`src/rtl/lsu_ecc_scrub_wr.sv`:
```
// DCCM ECC scrub write-back: queues single-bit-corrected doublewords
// and rewrites them with fresh SECDED check bits via a req/gnt port.
module lsu_ecc_scrub_wr #(
    parameter int DATA_WIDTH = 64,
    parameter int ECC_WIDTH  = 8,
    parameter int ADDR_WIDTH = 16,
    parameter int DEPTH      = 4
) (
    input  logic                            clk,
    input  logic                            rst,
    input  logic                            sec_lo_valid,
    input  logic [ADDR_WIDTH-1:0]           sec_lo_addr,
    input  logic [DATA_WIDTH-1:0]           sec_lo_data,
    input  logic                            sec_hi_valid,
    input  logic [ADDR_WIDTH-1:0]           sec_hi_addr,
    input  logic [DATA_WIDTH-1:0]           sec_hi_data,
    input  logic                            stbuf_wr_valid,
    input  logic [ADDR_WIDTH-1:0]           stbuf_wr_addr,
    input  logic                            ecc_disable,
    output logic                            dccm_scrub_req,
    output logic [ADDR_WIDTH-1:0]           dccm_scrub_addr,
    output logic [DATA_WIDTH+ECC_WIDTH-1:0] dccm_scrub_wdata,
    input  logic                            dccm_scrub_gnt,
    output logic                            scrub_ovf,
    output logic                            scrub_busy
);

    localparam int PW = $clog2(DEPTH);
    localparam int CW = PW + 1;
    localparam int TW = ADDR_WIDTH - 3;

    typedef enum logic {S_IDLE, S_REQ} state_t;

    // Data bits fill the non-power-of-2 codeword positions in order;
    // each Hamming bit i covers positions with bit i set.
    function automatic logic [ECC_WIDTH-1:0] ecc_enc(
        input logic [DATA_WIDTH-1:0] d
    );
        logic [ECC_WIDTH-1:0] e;
        logic                 b;
        int                   j;
        e = '0;
        j = 0;
        for (int p = 1; p < DATA_WIDTH + ECC_WIDTH; p++) begin
            if ((p & (p - 1)) != 0) begin
                b = |(d & (DATA_WIDTH'(1) << j));
                e = e ^ ({ECC_WIDTH{b}} & ECC_WIDTH'(p));
                j++;
            end
        end
        e[ECC_WIDTH-1] = ^{d, e[ECC_WIDTH-2:0]};
        return e;
    endfunction

    state_t                          state_q, state_d;
    logic                            req_q, req_d;
    logic [TW-1:0]                   tag_o_q, tag_o_d;
    logic [DATA_WIDTH+ECC_WIDTH-1:0] wdata_q, wdata_d;
    logic                            ovf_q, ovf_d;
    logic [CW-1:0]                   cnt_q, cnt_d;
    logic [PW-1:0]                   rd_q, rd_d;
    logic [PW-1:0]                   wr_q, wr_d;
    logic [PW-1:0]                   wr_q1;
    logic [DEPTH-1:0]                vld_q, vld_d;
    logic [TW-1:0]                   tag_q  [DEPTH];
    logic [DATA_WIDTH-1:0]           data_q [DEPTH];

    logic [TW-1:0]         lo_tag, hi_tag, st_tag;
    logic [DEPTH-1:0]      kill, vld_k;
    logic                  lo_ok, hi_ok;
    logic                  pop, want, offs;
    logic [CW-1:0]         free;
    logic                  acc_lo, acc_hi;
    logic                  acc0_v, acc1_v;
    logic [TW-1:0]         acc0_tag;
    logic [DATA_WIDTH-1:0] acc0_data;
    logic [PW-1:0]         nxt;
    logic                  src_vld;
    logic [TW-1:0]         src_tag;
    logic [DATA_WIDTH-1:0] src_data;
    logic                  unused_lsb;

    assign lo_tag = sec_lo_addr[ADDR_WIDTH-1:3];
    assign hi_tag = sec_hi_addr[ADDR_WIDTH-1:3];
    assign st_tag = stbuf_wr_addr[ADDR_WIDTH-1:3];
    assign wr_q1  = wr_q + PW'(1);

    assign unused_lsb = ^{sec_lo_addr[2:0], sec_hi_addr[2:0],
                          stbuf_wr_addr[2:0]};

    always_comb begin
        kill = '0;
        for (int i = 0; i < DEPTH; i++) begin
            kill[i] = stbuf_wr_valid && (tag_q[i] == st_tag);
        end
    end

    assign vld_k = vld_q & ~kill;

    assign lo_ok = sec_lo_valid && !ecc_disable &&
                   !(stbuf_wr_valid && lo_tag == st_tag);
    assign hi_ok = sec_hi_valid && !ecc_disable &&
                   !(stbuf_wr_valid && hi_tag == st_tag);

    always_comb begin
        pop  = 1'b0;
        want = 1'b0;
        offs = 1'b0;
        unique case (state_q)
            S_IDLE: begin
                if (cnt_q != '0 && !vld_k[rd_q]) begin
                    pop = 1'b1;
                end else begin
                    want = 1'b1;
                end
            end
            S_REQ: begin
                if (dccm_scrub_gnt) begin
                    pop  = 1'b1;
                    want = 1'b1;
                    offs = 1'b1;
                end else if (kill[rd_q]) begin
                    pop = 1'b1;
                end
            end
            default: ;
        endcase
    end

    // Free space already accounts for the slot released by this cycle's pop.
    always_comb begin
        free   = CW'(DEPTH) - cnt_q + CW'(pop);
        acc_lo = 1'b0;
        acc_hi = 1'b0;
        ovf_d  = 1'b0;
        if (lo_ok && hi_ok) begin
            if (free >= CW'(2)) begin
                acc_lo = 1'b1;
                acc_hi = 1'b1;
            end else if (free == CW'(1)) begin
                acc_lo = 1'b1;
                ovf_d  = 1'b1;
            end else begin
                ovf_d = 1'b1;
            end
        end else if (lo_ok) begin
            acc_lo = (free != '0);
            ovf_d  = (free == '0);
        end else if (hi_ok) begin
            acc_hi = (free != '0);
            ovf_d  = (free == '0);
        end
    end

    assign acc0_v    = acc_lo | acc_hi;
    assign acc1_v    = acc_lo & acc_hi;
    assign acc0_tag  = acc_lo ? lo_tag : hi_tag;
    assign acc0_data = acc_lo ? sec_lo_data : sec_hi_data;

    // Entry to present next; falls through to this cycle's first push
    // when the queue holds nothing beyond the entry being retired.
    always_comb begin
        nxt      = rd_q + PW'(offs);
        src_vld  = acc0_v;
        src_tag  = acc0_tag;
        src_data = acc0_data;
        if (CW'(offs) < cnt_q) begin
            src_vld  = vld_k[nxt];
            src_tag  = tag_q[nxt];
            src_data = data_q[nxt];
        end
    end

    always_comb begin
        state_d = state_q;
        req_d   = req_q;
        tag_o_d = tag_o_q;
        wdata_d = wdata_q;
        if (ecc_disable) begin
            state_d = S_IDLE;
            req_d   = 1'b0;
        end else if (want && src_vld) begin
            state_d = S_REQ;
            req_d   = 1'b1;
            tag_o_d = src_tag;
            wdata_d = {ecc_enc(src_data), src_data};
        end else if (state_q == S_IDLE || pop) begin
            state_d = S_IDLE;
            req_d   = 1'b0;
        end
    end

    always_comb begin
        cnt_d = cnt_q - CW'(pop) + CW'(acc0_v) + CW'(acc1_v);
        rd_d  = rd_q + PW'(pop);
        wr_d  = wr_q + PW'(acc0_v) + PW'(acc1_v);
        vld_d = vld_k;
        if (pop) begin
            vld_d[rd_q] = 1'b0;
        end
        if (acc0_v) begin
            vld_d[wr_q] = 1'b1;
        end
        if (acc1_v) begin
            vld_d[wr_q1] = 1'b1;
        end
        if (ecc_disable) begin
            cnt_d = '0;
            rd_d  = '0;
            wr_d  = '0;
            vld_d = '0;
        end
    end

    always_ff @(posedge clk or posedge rst) begin
        if (rst) begin
            state_q <= S_IDLE;
            req_q   <= 1'b0;
            tag_o_q <= '0;
            wdata_q <= '0;
            ovf_q   <= 1'b0;
            cnt_q   <= '0;
            rd_q    <= '0;
            wr_q    <= '0;
            vld_q   <= '0;
        end else begin
            state_q <= state_d;
            req_q   <= req_d;
            tag_o_q <= tag_o_d;
            wdata_q <= wdata_d;
            ovf_q   <= ovf_d;
            cnt_q   <= cnt_d;
            rd_q    <= rd_d;
            wr_q    <= wr_d;
            vld_q   <= vld_d;
        end
    end

    always_ff @(posedge clk) begin
        if (acc0_v) begin
            tag_q[wr_q]  <= acc0_tag;
            data_q[wr_q] <= acc0_data;
        end
        if (acc1_v) begin
            tag_q[wr_q1]  <= hi_tag;
            data_q[wr_q1] <= sec_hi_data;
        end
    end

    assign dccm_scrub_req   = req_q;
    assign dccm_scrub_addr  = {tag_o_q, 3'b000};
    assign dccm_scrub_wdata = wdata_q;
    assign scrub_ovf        = ovf_q;
    assign scrub_busy       = (cnt_q != '0) | req_q;

endmodule

```
`config.mk`:
```
export PLATFORM = sky130hd
export DESIGN_NAME = lsu_ecc_scrub_wr
export DESIGN_NICKNAME = d
export VERILOG_FILES = /design/src/rtl/lsu_ecc_scrub_wr.sv
export SDC_FILE = /design/constraint.sdc
export NUM_CORES = 1
export LEC_CHECK = 0
export CAP_MARGIN = 5
export CORE_MARGIN = 5
export CORE_UTILIZATION = 50
export CTS_CLUSTER_SIZE = 16
export DETAILED_ROUTE_END_ITERATION = 10
export GPL_ROUTABILITY_DRIVEN = 0
export PLACE_DENSITY = 0.73
export SLEW_MARGIN = 20
export SYNTH_ARGS = -nofsm -noshare
export SYNTH_HDL_FRONTEND = slang
export SYNTH_SLANG_ARGS = --single-unit
export TNS_END_PERCENT = 50
```
`constraint.sdc`:
```
create_clock -name clk -period 18.9 [get_ports clk]
set_input_delay 2.835 -clock clk [delete_from_list [all_inputs] [get_ports clk]]
set_output_delay 2.835 -clock clk [all_outputs]
set_load 0.03 [all_outputs]
```
# == Word-level counts from Yosys, hierarchy flattened ==
# Memory sizes are Yosys's and may differ from the RTL's.
# Index checks and enable logic that the tools add are counted.
# classes
n_addsub,72
bitwise_logic,137
n_eq_ne,7
muxes,305
magnitude_cmp,9
shifts,63
reduce_logical,90
# ops
operator,n
bitwise AND 64 bit,63
two-way mux 32 bit,126
OR reduction 64 bit,63
<< shifter 1 x 32 -> 64 bit (first input constant),63
adder 32 x 2 -> 32 bit (second input constant),62
two-way mux 7 bit,128
bitwise XOR 7 x 6 -> 7 bit,31
two-way mux 64 bit,2
bitwise XOR 7 x 5 -> 7 bit,15
equality test 13 bit,6
parity 71 bit,1
bitwise XOR 7 x 4 -> 7 bit,7
bitwise XOR 7 bit,7
two-way mux 1 bit,32
two-way mux 13 bit,2
bitwise XOR 7 x 3 -> 7 bit,3
logical AND 1 bit,16
two-way mux 4 bit,4
< comparator 2 x 3 -> 1 bit (second input constant),4
adder 3 x 1 -> 3 bit,3
nonzero test 3 bit,3
adder 2 x 1 -> 2 bit,4
bitwise AND 4 bit,2
inverter 4 bit,2
20 further kinds,34
# word_totals
ff_bits,98
out_inout_bits,91
in_bits,183
memories,2
wordCells,693
ram_bits,308
# mem_list
name,depth,word_bits,rd,rd_ports_with_merged_regs,wr,line,text
data_q,4,64,1,0,2,66,logic [DATA_WIDTH-1:0] data_q [DEPTH];
tag_q,4,13,5,0,2,65,logic [TW-1:0] tag_q [DEPTH];

# == Depth between registers and ports, before layout ==
# An unclocked memory read counts as a cell.
# depth
ltp_word,214
mapped_depth,29
depth_no_buf,25

# == Least setup slack after synthesis ==
# Ideal clock, no wire load.
# synth_path
path_kind,input to register
from,input port stbuf_wr_addr[3]
to,register vld_q[1]
path_slack_ns,9.362
stages,19
setup_time_ns,0.080
required_ns,18.820
t_arrival_ns,9.459
path_buffers,1
cell_sequence,buf_2 xor2_1 nor4_1 nand3_1 nor3_1 nand2b_1 mux4_2 a21oi_1 nor2_1 inv_1 ha_1 inv_1 ha_1 xor2_1 nor2_1 nor3_1 a21o_1 nor2b_1 o21ba_2
# synth_via
elab_chain_len,20
word_cells_on_any_way,50
classes_between,add/sub (1); order compare (1); eq/ne (7); mux (20); bitwise (7); reduce/logical (14)
# synth_rtl
item,line,text
from (decl),18,"input logic [ADDR_WIDTH-1:0] stbuf_wr_addr,"
branches (longest 18 deep; another with adder 3 x 1 -> 3 bit),n/a,
two-way mux 4 bit *,204,if (acc1_v) begin
two-way mux 4 bit *,207,if (ecc_disable) begin
named net vld_d[1],64,"logic [DEPTH-1:0] vld_q, vld_d;"
to (signal assigned),235,vld_q <= vld_d;
to (decl),64,
# Mark *: on every way through the listed nets, which the timed path passes. The select of a mux whose other input is x is not followed.
# A chain may end at the register's enable or synchronous reset.

# == Worst setup path in the final report ==
# layout_path
from,input port stbuf_wr_addr[3]
to,"register wdata_q[71], in the netlist dccm_scrub_wdata[71]"
# layout_via
elab_chain_len,209
word_cells_on_any_way,369
classes_between,add/sub (1); order compare (1); eq/ne (7); mux (151); bitwise (129); reduce/logical (80)
# layout_rtl
item,line,text
branches (longest 209 deep; another with adder 3 x 1 -> 3 bit),n/a,
to (signal assigned),230,wdata_q <= wdata_d;
to (decl),58,"logic [DATA_WIDTH+ECC_WIDTH-1:0] wdata_q, wdata_d;"
# Several ways; the timed one is not identified. The select of a mux whose other input is x is not followed.

==> impl_metrics.json <==
{
  "grt_start_max_net_pins": 74,
  "synthMuxAreaShare": 0.218,
  "htree_levels": 2,
  "n_fill_cell": 3600,
  "fin_crit_sh": 0.503,
  "ys_types": 65,
  "rsz0062_at_grt": "no",
  "synth-warning-count": 0,
  "yosys.area.top_type": "edfxtp_1",
  "slew_headroom": 0.256,
  "ys_top_cells_by_count": "edfxtp_1 (308), mux2_2 (271), nor2_1 (172)",
  "synth_top_family_by_area": "multiplexers",
  "p_leak_nw": 9.57,
  "cts_setup_buffers": 0,
  "instances_no_fill": 2646,
  "port_buffers": 261,
  "post_drt_wl_per_cell_um": 26.6,
  "ir_worst_vdd_mv": 0.551,
  "dp_cells": 2561,
  "drtAntennaViolNets": 0,
  "setup_viol": 0,
  "status": "complete, no violations",
  "overflow": 0,
  "hold_ws_ns": 0.479,
  "ys_seq_elements": 406,
  "final.min_clock_period_ns": 9.51,
  "dieArea_um2": 50700,
  "clock-sinks": 406,
  "worstSetupPathType": "in2reg",
  "endpoint_kind": "flop",
  "max_cap_viol_count": 0,
  "synth.most_common_cell": "edfxtp_1",
  "synthCells": 1810,
  "synth_simple_gate_area_frac": 0.0610,
  "worstMarginPinSlew_ns": 1.12,
  "drt_iter0_markers": 1731,
  "synth_top_cell_area_share": 0.399,
  "core.rowCount": 78,
  "grt_pass1_vias": 16758,
  "max_freq_ghz": 0.105,
  "clkTransAtPathRegs_ns": 0.06,
  "synthFlopType": "edfxtp_1",
  "drive_above_1_share": 0.235,
  "yosys-top-cells-area": "edfxtp_1 (40%), mux2_2 (13%), dfrtp_1 (11%)",
  "dp.final_hpwl_um": 44200,
  "coreArea_um2": 45600,
  "hold_viol": 0,
  "vias": 16287,
  "via_per_inst": 6.16,
  "die_h_um": 225,
  "synth_compound_area_frac": 0.0808,
  "final_nets": 2200,
  "ctsHoldBuffers": 0,
  "grt_pass1_wl_um": 105000,
  "cts_tree": "done",
  "antenna_found_initial": 10,
  "finClkSkew_ns": 0.0205,
  "clk_latency_ns": 0.58,
  "min_path_type": "reg2reg",
  "syn_area_um2": 23200,
  "worst_slack_ns": 9.39,
  "initial_core_util": 0.508,
  "arrival_ns": 10.01,
  "synth-async-reset-ratio": 0.241,
  "numCtsBuffers": 45,
  "synth_xor_area_frac": 0.0946,
  "io_pins": 274,
  "crit_required_ns": 19.40,
  "area_growth_pct": 18.6,
  "cts_resized": 0,
  "ys_seq_area_frac": 0.505,
  "dr.pass1.iters": 6,
  "avgSynthCellArea_um2": 12.8,
  "fin_setup_tns_ns": 0,
  "synth_edf_count": 308,
  "cts_buffer_depth": 3,
  "drc_errors": 0,
  "place_ws_ns": 8.84,
  "crit_path_max_fanout": 57,
  "grt_usage": 0.271,
  "powerDensity_nw_per_um2": 247,
  "die_w_um": 225,
  "drv_slew": 0,
  "cts-root-buf": "clkbuf_16",
  "startpoint_type": "input port",
  "synthAdderAreaFrac": 0.00583,
  "routed_wirelength_um": 70400
}
-- per-layer routing --
metal | global-route usage | share of wire | vias to the layer above | wire [um]
met3 | 0.0660 | 0.095 | 142 | 6700
met2 | 0.434 | 0.48 | 871 | 33400
met4 | 0.0785 | 0.028 | 16 | 2000
li1 | - | - | 7144 | -
met1 | 0.372 | 0.40 | 8114 | 28100
met5 | 0 | 0.0012 | - | 82
-- state kept, by name, indices dropped and copies added (netlist names) --
| signal | cells |
|---|---|
| data_q | 256 |
| dccm_scrub_wdata | 72 |
| tag_q | 52 |
| tag_o_q | 13 |
| vld_q | 4 |
| cnt_q | 3 |
| rd_q | 2 |
| wr_q | 2 |
| dccm_scrub_req | 1 |
| scrub_ovf | 1 |
-- area by class of cell --
type                       count  area, um^2  share of cell area
sequential                   406       11700               0.426
multi-input combinational   1252       10800               0.393
timing repair buffer         290        2830               0.103
clock buffer                  64        1210              0.0440
tap                          600         751              0.0273
clock inverter                19         129             0.00469
inverter                      13        51.3             0.00187
antenna                        2        5.00            0.000182
-- stage by stage --
stage	util	instance area [um^2]	power [W]
finish	0.603	27500	0.00678
global route	0.603	27500	0.00711
CTS	0.602	27500	0.00681
detailed placement	0.573	26100	0.00598
global placement	0.573	26100	0.00590
floorplan	-	23200	0.00498
-- cells in the final DEF (no fill, tap or decap), drive strengths merged, types with 3 or more instances in the layout --
master         synthesis  routed
a211oi                 6       6
edfxtp               308     308
mux2i                 23      23
a31o                   6       6
mux2                 271     271
xnor2                148     148
inv                   13      16
nor3                   8       8
xor2                  49      49
clkbuf                63      64
buf                   78      29
a311oi                 3       3
nor2b                  5       5
dfrtp                 98      98
a21oi                136     136
a21o                   6       6
clkdlybuf4s50          0     261
nand3                 21      21
mux4                  79      79
clkinv                 0      14
o21ai                103     103
nand2b                 5       5
nor4                   6       6
nand2                 71      71
and2                   6       6
conb                   1       3
ha                     6       6
nand4                 17      17
xnor3                 16      16
fa                     3       3
a31oi                 58      58
nor2                 172     172
-- report_power, final --
| group | total [W] | switching (W) | internal (W) |
|---|---|---|---|
| clock | 0.000823 | 0.000364 | 0.000460 |
| sequential | 0.00139 | 0.000124 | 0.00126 |
| combinational | 0.00457 | 0.00212 | 0.00244 |
-- cells by family (layout without fill, tap and decap cells) --
kind of cell,Yosys count,count (layout)
compound gates,329,329
xor+xnor,215,215
fa+ha+maj,9,9
buf+inv,154,386
flops,406,406
mux,373,373
other cells,1,5
simple gates,323,323
-- path summary, 6_finish.rpt --
| kind | depth (start not counted) | to | start | slack (ns) |
|---|---|---|---|---|
| max | 27 | dccm_scrub_wdata[71] | stbuf_wr_addr[3] | 9.39 |
| min | 2 | tag_o_q[0] | tag_o_q[0] | 0.48 |
| max reg2reg | 26 | dccm_scrub_wdata[71] | tag_q[1][0] | 11.96 |
| min reg2reg | 2 | tag_o_q[0] | tag_o_q[0] | 0.48 |
| max in group asynchronous | 3 | dccm_scrub_wdata[60] | rst | 14.90 |
| min in group asynchronous | 2 | tag_o_q[9] | rst | 2.69 |
-- critical path, stage by stage --
cell and delay, ns:
clkdlybuf4s50_1 0.61, xor2_1 0.25, nor4_1 0.40, nand3_1 0.14
nor3_1 0.28, nand2b_1 0.20, mux4_2 0.24, a21oi_1 0.09
nor2_1 0.34, inv_1 0.09, ha_1 0.20, inv_1 0.05
ha_1 0.14, xor2_1 0.24, nor3b_2 0.11, or2_2 0.30
buf_4 0.35, nor2_4 0.29, buf_4 0.41, o21ai_1 0.13
a221oi_1 0.43, xnor2_1 0.27, xnor3_2 0.46, xnor2_2 0.24
xnor3_1 0.38, xnor3_1 0.34, o21ai_1 0.12
(Power assumes the default switching activity.)
